`config.mk`:
```
export PLATFORM = sky130hd
export DESIGN_NAME = insn_fetch
export DESIGN_NICKNAME = d
export VERILOG_FILES = /design/src/rtl/insn_fetch.sv
export SDC_FILE = /design/constraint.sdc
export NUM_CORES = 1
export LEC_CHECK = 0
export ABC_AREA = 1
export BUFFER_PORTS_ARGS = -buffer_cell sky130_fd_sc_hd__buf_2
export CAP_MARGIN = 15
export CORE_MARGIN = 2
export CORE_UTILIZATION = 44
export CTS_CLUSTER_SIZE = 12
export DETAILED_ROUTE_END_ITERATION = 8
export GPL_TIMING_DRIVEN = 0
export PLACE_DENSITY = 0.67
export SETUP_SLACK_MARGIN = 0.05
export SLEW_MARGIN = 15
export SYNTH_ARGS = -nofsm -noshare
export SYNTH_HDL_FRONTEND = slang
export SYNTH_SLANG_ARGS = --single-unit
```
`constraint.sdc`:
```
create_clock -name clk -period 1.93 [get_ports clk]
set_input_delay 0.4825 -clock clk [delete_from_list [all_inputs] [get_ports clk]]
set_output_delay 0.4825 -clock clk [all_outputs]
set_load 0.005 [all_outputs]
```
`src/rtl/insn_fetch.sv`:
```
// insn_fetch: in-order pipelined instruction fetch with a credit-limited FIFO.
// A redirect flushes the FIFO and drops every response still in flight.
module insn_fetch #(
  parameter int          DEPTH      = 2,
  parameter logic [15:0] RESET_ADDR = 16'h0000
) (
  input  logic        clk,
  input  logic        rst_n,
  output logic        mem_req_o,
  output logic [15:0] mem_addr_o,
  input  logic        mem_gnt_i,
  input  logic        mem_rvalid_i,
  input  logic [15:0] mem_rdata_i,
  output logic [15:0] insn_o,
  output logic [15:0] insn_addr_o,
  output logic        insn_valid_o,
  input  logic        insn_ready_i,
  input  logic        redirect_i,
  input  logic [15:0] redirect_addr_i
);
  localparam int PW = DEPTH > 1 ? $clog2(DEPTH) : 1;
  localparam int CW = $clog2(DEPTH + 1);
  logic [15:0]   pc_q, pc_d, rpc_q, rpc_d, tgt;
  logic          req_q, req_d, gnt, pop, push;
  logic [CW-1:0] out_q, out_d, drop_q, drop_d, cnt_q, cnt_d;
  logic [PW-1:0] rd_q, rd_d, wr_q, wr_d;
  logic [15:0]   data_q [DEPTH];
  logic [15:0]   addr_q [DEPTH];
  function automatic logic [PW-1:0] inc(input logic [PW-1:0] p);
    return (p == PW'(DEPTH - 1)) ? '0 : p + PW'(1);
  endfunction
  assign mem_req_o    = req_q & ~redirect_i;
  assign mem_addr_o   = pc_q;
  assign insn_valid_o = cnt_q != '0;
  assign insn_o       = data_q[rd_q];
  assign insn_addr_o  = addr_q[rd_q];
  // rpc_q is the address of the next response that will be kept; since grants
  // are sequential from the last redirect target it replaces an address queue.
  always_comb begin
    tgt    = {redirect_addr_i[15:1], 1'b0};
    gnt    = mem_req_o & mem_gnt_i;
    pop    = insn_valid_o & insn_ready_i;
    push   = mem_rvalid_i & (drop_q == '0) & ~redirect_i;
    out_d  = out_q + CW'(gnt) - CW'(mem_rvalid_i);
    drop_d = redirect_i ? out_d : (mem_rvalid_i && drop_q != '0) ? drop_q - CW'(1) : drop_q;
    cnt_d  = redirect_i ? '0 : cnt_q + CW'(push) - CW'(pop);
    rd_d   = redirect_i ? '0 : pop ? inc(rd_q) : rd_q;
    wr_d   = redirect_i ? '0 : push ? inc(wr_q) : wr_q;
    pc_d   = redirect_i ? tgt : gnt ? pc_q + 16'd2 : pc_q;
    rpc_d  = redirect_i ? tgt : push ? rpc_q + 16'd2 : rpc_q;
    req_d  = ({1'b0, out_d} + {1'b0, cnt_d}) < (CW + 1)'(DEPTH);
  end
  always_ff @(posedge clk or negedge rst_n) begin
    if (!rst_n) begin
      pc_q   <= {RESET_ADDR[15:1], 1'b0};
      rpc_q  <= {RESET_ADDR[15:1], 1'b0};
      req_q  <= 1'b0;
      out_q  <= '0;
      drop_q <= '0;
      cnt_q  <= '0;
      rd_q   <= '0;
      wr_q   <= '0;
      for (int i = 0; i < DEPTH; i++) begin
        data_q[i] <= '0;
        addr_q[i] <= '0;
      end
    end else begin
      pc_q   <= pc_d;
      rpc_q  <= rpc_d;
      req_q  <= req_d;
      out_q  <= out_d;
      drop_q <= drop_d;
      cnt_q  <= cnt_d;
      rd_q   <= rd_d;
      wr_q   <= wr_d;
      if (push) begin
        data_q[wr_q] <= mem_rdata_i;
        addr_q[wr_q] <= rpc_q;
      end
    end
  end
  a_no_overflow: assert property (@(posedge clk) disable iff (!rst_n)
    !(push && !pop && cnt_q == CW'(DEPTH)));
  a_rsp_has_req: assert property (@(posedge clk) disable iff (!rst_n)
    mem_rvalid_i |-> out_q != '0);
  a_drop_bound: assert property (@(posedge clk) disable iff (!rst_n)
    drop_q <= out_q);
endmodule
```
# Word-level counts from Yosys, hierarchy flattened
# Cells that the tools add are included.
# W data, S select, Z words.
[totals]
rom_bits = 0
mem_bits_rw = 0
in_bits = 38
word_cells = 66
mem_count = 0
ff_bits = 105
latch_bits = 0
out_inout_bits = 50
[classes]
n_bitwise = 8
order_cmp = 4
n_eq_ne = 0
mul = 0
n_addsub = 10
div = 0
shift = 0
mux = 23
reduce_logical = 9
[ops]
columns = ["operator", "count"]
rows = [
  ["$mux W16", 11],
  ["$bwmux W32", 2],
  ["$add A16 B2 Y16 const B", 2],
  ["$demux W16 S1", 1],
  ["$reduce_bool A2 Y1", 6],
  ["$mux W1", 6],
  ["$mux W2", 3],
  ["$and A1 B1 Y1", 5],
  ["$add A2 B1 Y2", 2],
  ["$ge A2 B2 Y1 const B", 2],
  ["$not A1 Y2", 2],
  ["$sub A2 B1 Y2", 2],
  ["$add A2 B2 Y3", 1],
  ["$lt A3 B2 Y1 const B", 1],
  ["$add A1 B1 Y1 const B", 2],
  ["$logic_and A1 B1 Y1", 2],
  ["$logic_not A2 Y1", 1],
  ["$lt A2 B1 Y1 const B", 1],
  ["$sub A2 B1 Y2 const B", 1],
  ["$not A1 Y1", 1],
]

# Depth between registers and ports, before layout
[depth]
depth_word = 8
mapped_depth = 15
ltp_nobuf = 15

# Least setup slack after synthesis
# OpenSTA, ideal clock, no wires.
[synth_timing]
kind = "input -> register"
start = "input redirect_i"
end = "register req_q"
required_time_ns = 1.868
stages = 11
setup_ns = 0.062
n_path_buf = 1
arrival_ns = 2.134
setup_slack_ns = -0.266
cell_sequence = "buf_6 > nor2_8 > nand2_4 > clkinv_2 > ha_1 > xor2_1 > xor2_1 > inv_1 > fa_1 > nand2_1 > inv_1"
[synth_between]
elab_chain_len = 7
word_cells_on_any_way = 11
cone_classes = "add/sub (5); order compare (1); mux (1); bitwise (4)"
[synth_lines]
columns = ["element", "line_no", "rtl"]
rows = [
  ["start: declaration", "18", "input logic redirect_i,"],
  ["$not A1 Y1", "32", "assign mem_req_o = req_q & ~redirect_i;"],
  ["$and A1 B1 Y1", "32", ""],
  ["via mem_req_o", "9", "output logic mem_req_o,"],
  ["$and A1 B1 Y1", "41", "gnt = mem_req_o & mem_gnt_i;"],
  ["$add A2 B1 Y2", "44", "out_d = out_q + CW'(gnt) - CW'(mem_rvalid_i);"],
  ["$sub A2 B1 Y2", "44", ""],
  ["via out_d[1]", "25", "logic [CW-1:0] out_q, out_d, drop_q, drop_d, cnt_q, cnt_d;"],
  ["$add A2 B2 Y3", "51", "req_d = ({1'b0, out_d} + {1'b0, cnt_d}) < (CW + 1)'(DEPTH);"],
  ["$lt A3 B2 Y1", "51", ""],
  ["via req_d", "24", "logic req_q, req_d, gnt, pop, push;"],
  ["end signal: assignment", "70", "req_q <= req_d;"],
  ["end: declaration", "24", ""],
]
# The timed path passes the listed nets, and every way through them passes these cells.
# A chain may end at the register's enable or synchronous reset.

# Final worst setup path
[layout_timing]
start = "register cnt_q[1]"
end = "register req_q"
[layout_between]
elab_chain_len = 6
word_cells_on_any_way = 7
cone_classes = "add/sub (3); order compare (1); mux (1); bitwise (1); reduce/logical (1)"
[layout_lines]
columns = ["element", "line_no", "rtl"]
rows = [
  ["start: declaration", "25", ""],
  ["start signal: assignment", "73", "cnt_q <= cnt_d;"],
  ["$reduce_bool A2 Y1", "34", "assign insn_valid_o = cnt_q != '0;"],
  ["$and A1 B1 Y1", "42", "pop = insn_valid_o & insn_ready_i;"],
  ["$sub A2 B1 Y2", "46", "cnt_d = redirect_i ? '0 : cnt_q + CW'(push) - CW'(pop);"],
  ["$mux W2", "46", ""],
  ["via cnt_d[0]", "25", ""],
  ["$add A2 B2 Y3", "51", ""],
  ["$lt A3 B2 Y1", "51", ""],
  ["via req_d", "24", ""],
]
# The timed path passes the listed nets, and every way through them passes these cells.

==> metrics.yaml <==
setup_tns_ns: -0.2498
start_util_pct: 44.92
grt_pass1_wl_um: 21490
synth_seq_cells: 101
worstHoldPathType: "in2async"
viasPerCell: 5.021
clkLatencyLatePin_ns: 0.35
syn_avg_cell_area_um2: 8.317
io_buffers: 83
vdd_ir_drop_max_uv: 579.2
r2r-start: "cnt_q[1]"
reg2reg_to: "req_q"
r2r_slack_ns: -0.25
fin_crit_sh_pct: 112.9
pin_count: 88
hpwl_um: 9291
netlist_area_um2: 5373
clock_power_share_pct: 20.2
drv_cap: 0
finalHoldViolCount: 0
seq_area_um2: 2529
required_ns: 2.17
cts_made_buffers: 9
power_frac_seq_pct: 40.0
r2r_cells: 12
power-per-cell-area_nw_per_um2: 1319
setup.worst_path.class: "reg2reg"
drive_above_1_share_pct: 29.26
fin_area_um2: 6445
internal-power_mw: 5.302
p_switching_mw: 3.199
drc: 0
power_leakage_nw: 3.366
ys_seq_area_share_pct: 47.04
vias: 4514
setup_viol: 1
grt_overflow: 0
clock_skew_ns: 0.01077
fp.dieH_um: 114.5
total_power_mw: 8.501
end_kind: "flop"
ant_nets: 0
failed_checks: "setup timing"
nets: 794
die-area_um2: 13110
final_common_cell: "nand2_1"
clk_pin_slew_ns: 0.07
die_x_um: 114.5
holdBufCountCts: 0
syn_inst: 646
root_buffer: "clkbuf_16"
p_sw_share_pct: 37.63
fillerInstances: 1143
fin_ws_ns: -0.2498
drt_iter0_markers: 271
syn2layout_area_growth_pct: 19.96
cts-htree-levels: 3
place_congestion: 0.8506
fin_crit_ns: 2.180
clk_path_buf_depth: 2
drtPass1Iterations: 4
antenna_found_initial: 0
cp-endpoint: "req_q"
fin_hold_ws_ns: 0.009648
critPathLaunch: "cnt_q[1]"
critPathLaunchType: "flop"
grt_max_degree: 72
yosys_warnings: 0
arrival_ns: 2.42
grt_use_total_pct: 20.88
status: "finished, violations left"
multi_input_area_um2: 2427
fp-row-count: 40
core_um2: 11960
wire_per_inst_um: 14.33
async_flop_share_pct: 100.0
critPathMaxFanout: 2
diodes: 0
cts_tree: "built"
drv_slew: 0
dpl_cell_area_um2: 6040
wirelength_um: 12880
synth_edf_count: 0
mostFrequentLayoutCells: "246 x nand2_1, 100 x dfrtp_1, 84 x buf_2, 58 x inv_1, 53 x o21ai_2"
ys.flop_type: "dfrtp_1"
pre_cts_ws_ns: -0.4448
synth.distinct_cells: 40
grt_pass1_vias: 4459
rsz0062_at_grt: "yes"
clock_sinks: 101
fmax_ghz: 0.4587
power_frac_comb_pct: 39.7
[area by class of cell]
class	count	share of cell area, %
buffer	25	3.863
clock buffer	11	3.766
clock inverter	4	0.5242
inverter	70	4.426
multi-input combinational	451	37.66
sequential	101	39.24
tap	147	2.854
timing repair buffer	90	7.668
[critical path, cell delays in order, from the launching register on]
cell     delay (ns)
dfrtp_1        0.39
or2_4          0.27
nand2_4        0.07
inv_2          0.04
ha_4           0.26
inv_4          0.03
ha_4           0.24
inv_2          0.03
nor2_2         0.10
nand2_1        0.07
fa_1           0.43
nand2_1        0.10
inv_1          0.04
[sequential cells by signal, indices dropped and copies added (netlist names), 2 cells and up]
signal	flops
addr_q	30
cnt_q	2
drop_q	2
out_q	2
data_q	32
mem_addr_o	15
rpc_q	15
[worst min path at each step]
stage / from / end / slack (ns) / cells after the start
after global placement: data_q[5] / data_q[5] / 0.46 / 2
after CTS: rst_n / data_q[28] / 0.02 / 1
after floorplan: rst_n / addr_q[10] / 0.19 / 0
after global routing: rst_n / data_q[28] / 0.02 / 1
after detailed placement: rst_n / data_q[28] / 0.39 / 1
final: rst_n / data_q[28] / 0.01 / 1
[metal layers]
layer / global-route usage (%) / share of wire [%]
met4: 5.691 / 1.3
met3: 4.659 / 5.2
met1: 27.41 / 45
met5: 0 / 0
met2: 34.87 / 49
[cell usage after synthesis, types with 7 or more instances]
master,number,share of area (%)
nand2_1,250,17
dfrtp_1,101,47
inv_1,65,4.5
o21ai_2,53,8.6
nand3_1,29,2.7
nor2_1,22,1.5
o21ai_1,18,1.7
buf_6,14,2.9
o21ai_0,11,1.0
a21oi_1,8,0.75
xor2_1,8,1.3
ha_1,7,1.6
[cells by family (layout without fill, tap and decap cells)]
kind of cell	Yosys count	after routing	share of synthesized area [%]
other cells	1	2	0.06980
fa+ha+maj	8	8	2.003
flops	101	101	47.04
xor+xnor	11	11	1.793
compound gates	106	106	14.42
simple gates	324	324	25.57
buf+inv	95	200	9.106
[through the flow]
step / cells / util (%)
2_1_floorplan: 647 / -
3_3_place_gp: 877 / 50.21
3_5_place_dp: 878 / 50.49
4_1_cts: 897 / 53.58
5_1_grt: 899 / 53.88
6_report: 899 / 53.88
[power by group through the flow]
stage	logic (mW)	registers, mW	clock network [mW]
2_1_floorplan	2.16	3.32	0
3_3_place_gp	3.06	3.39	0
3_5_place_dp	3.16	3.43	0
4_1_cts	3.36	3.40	1.76
5_1_grt	3.83	3.50	1.85
6_report	3.38	3.40	1.72
[timing repair]
action / 4_1_cts / 5_1_grt
buffers inserted: 4 / 2
pin swaps: 10 / 9
setup endpoints to repair: 32 / 30
resized for setup: 21 / 11
No activity file was read; power rests on OpenSTA's default activity.
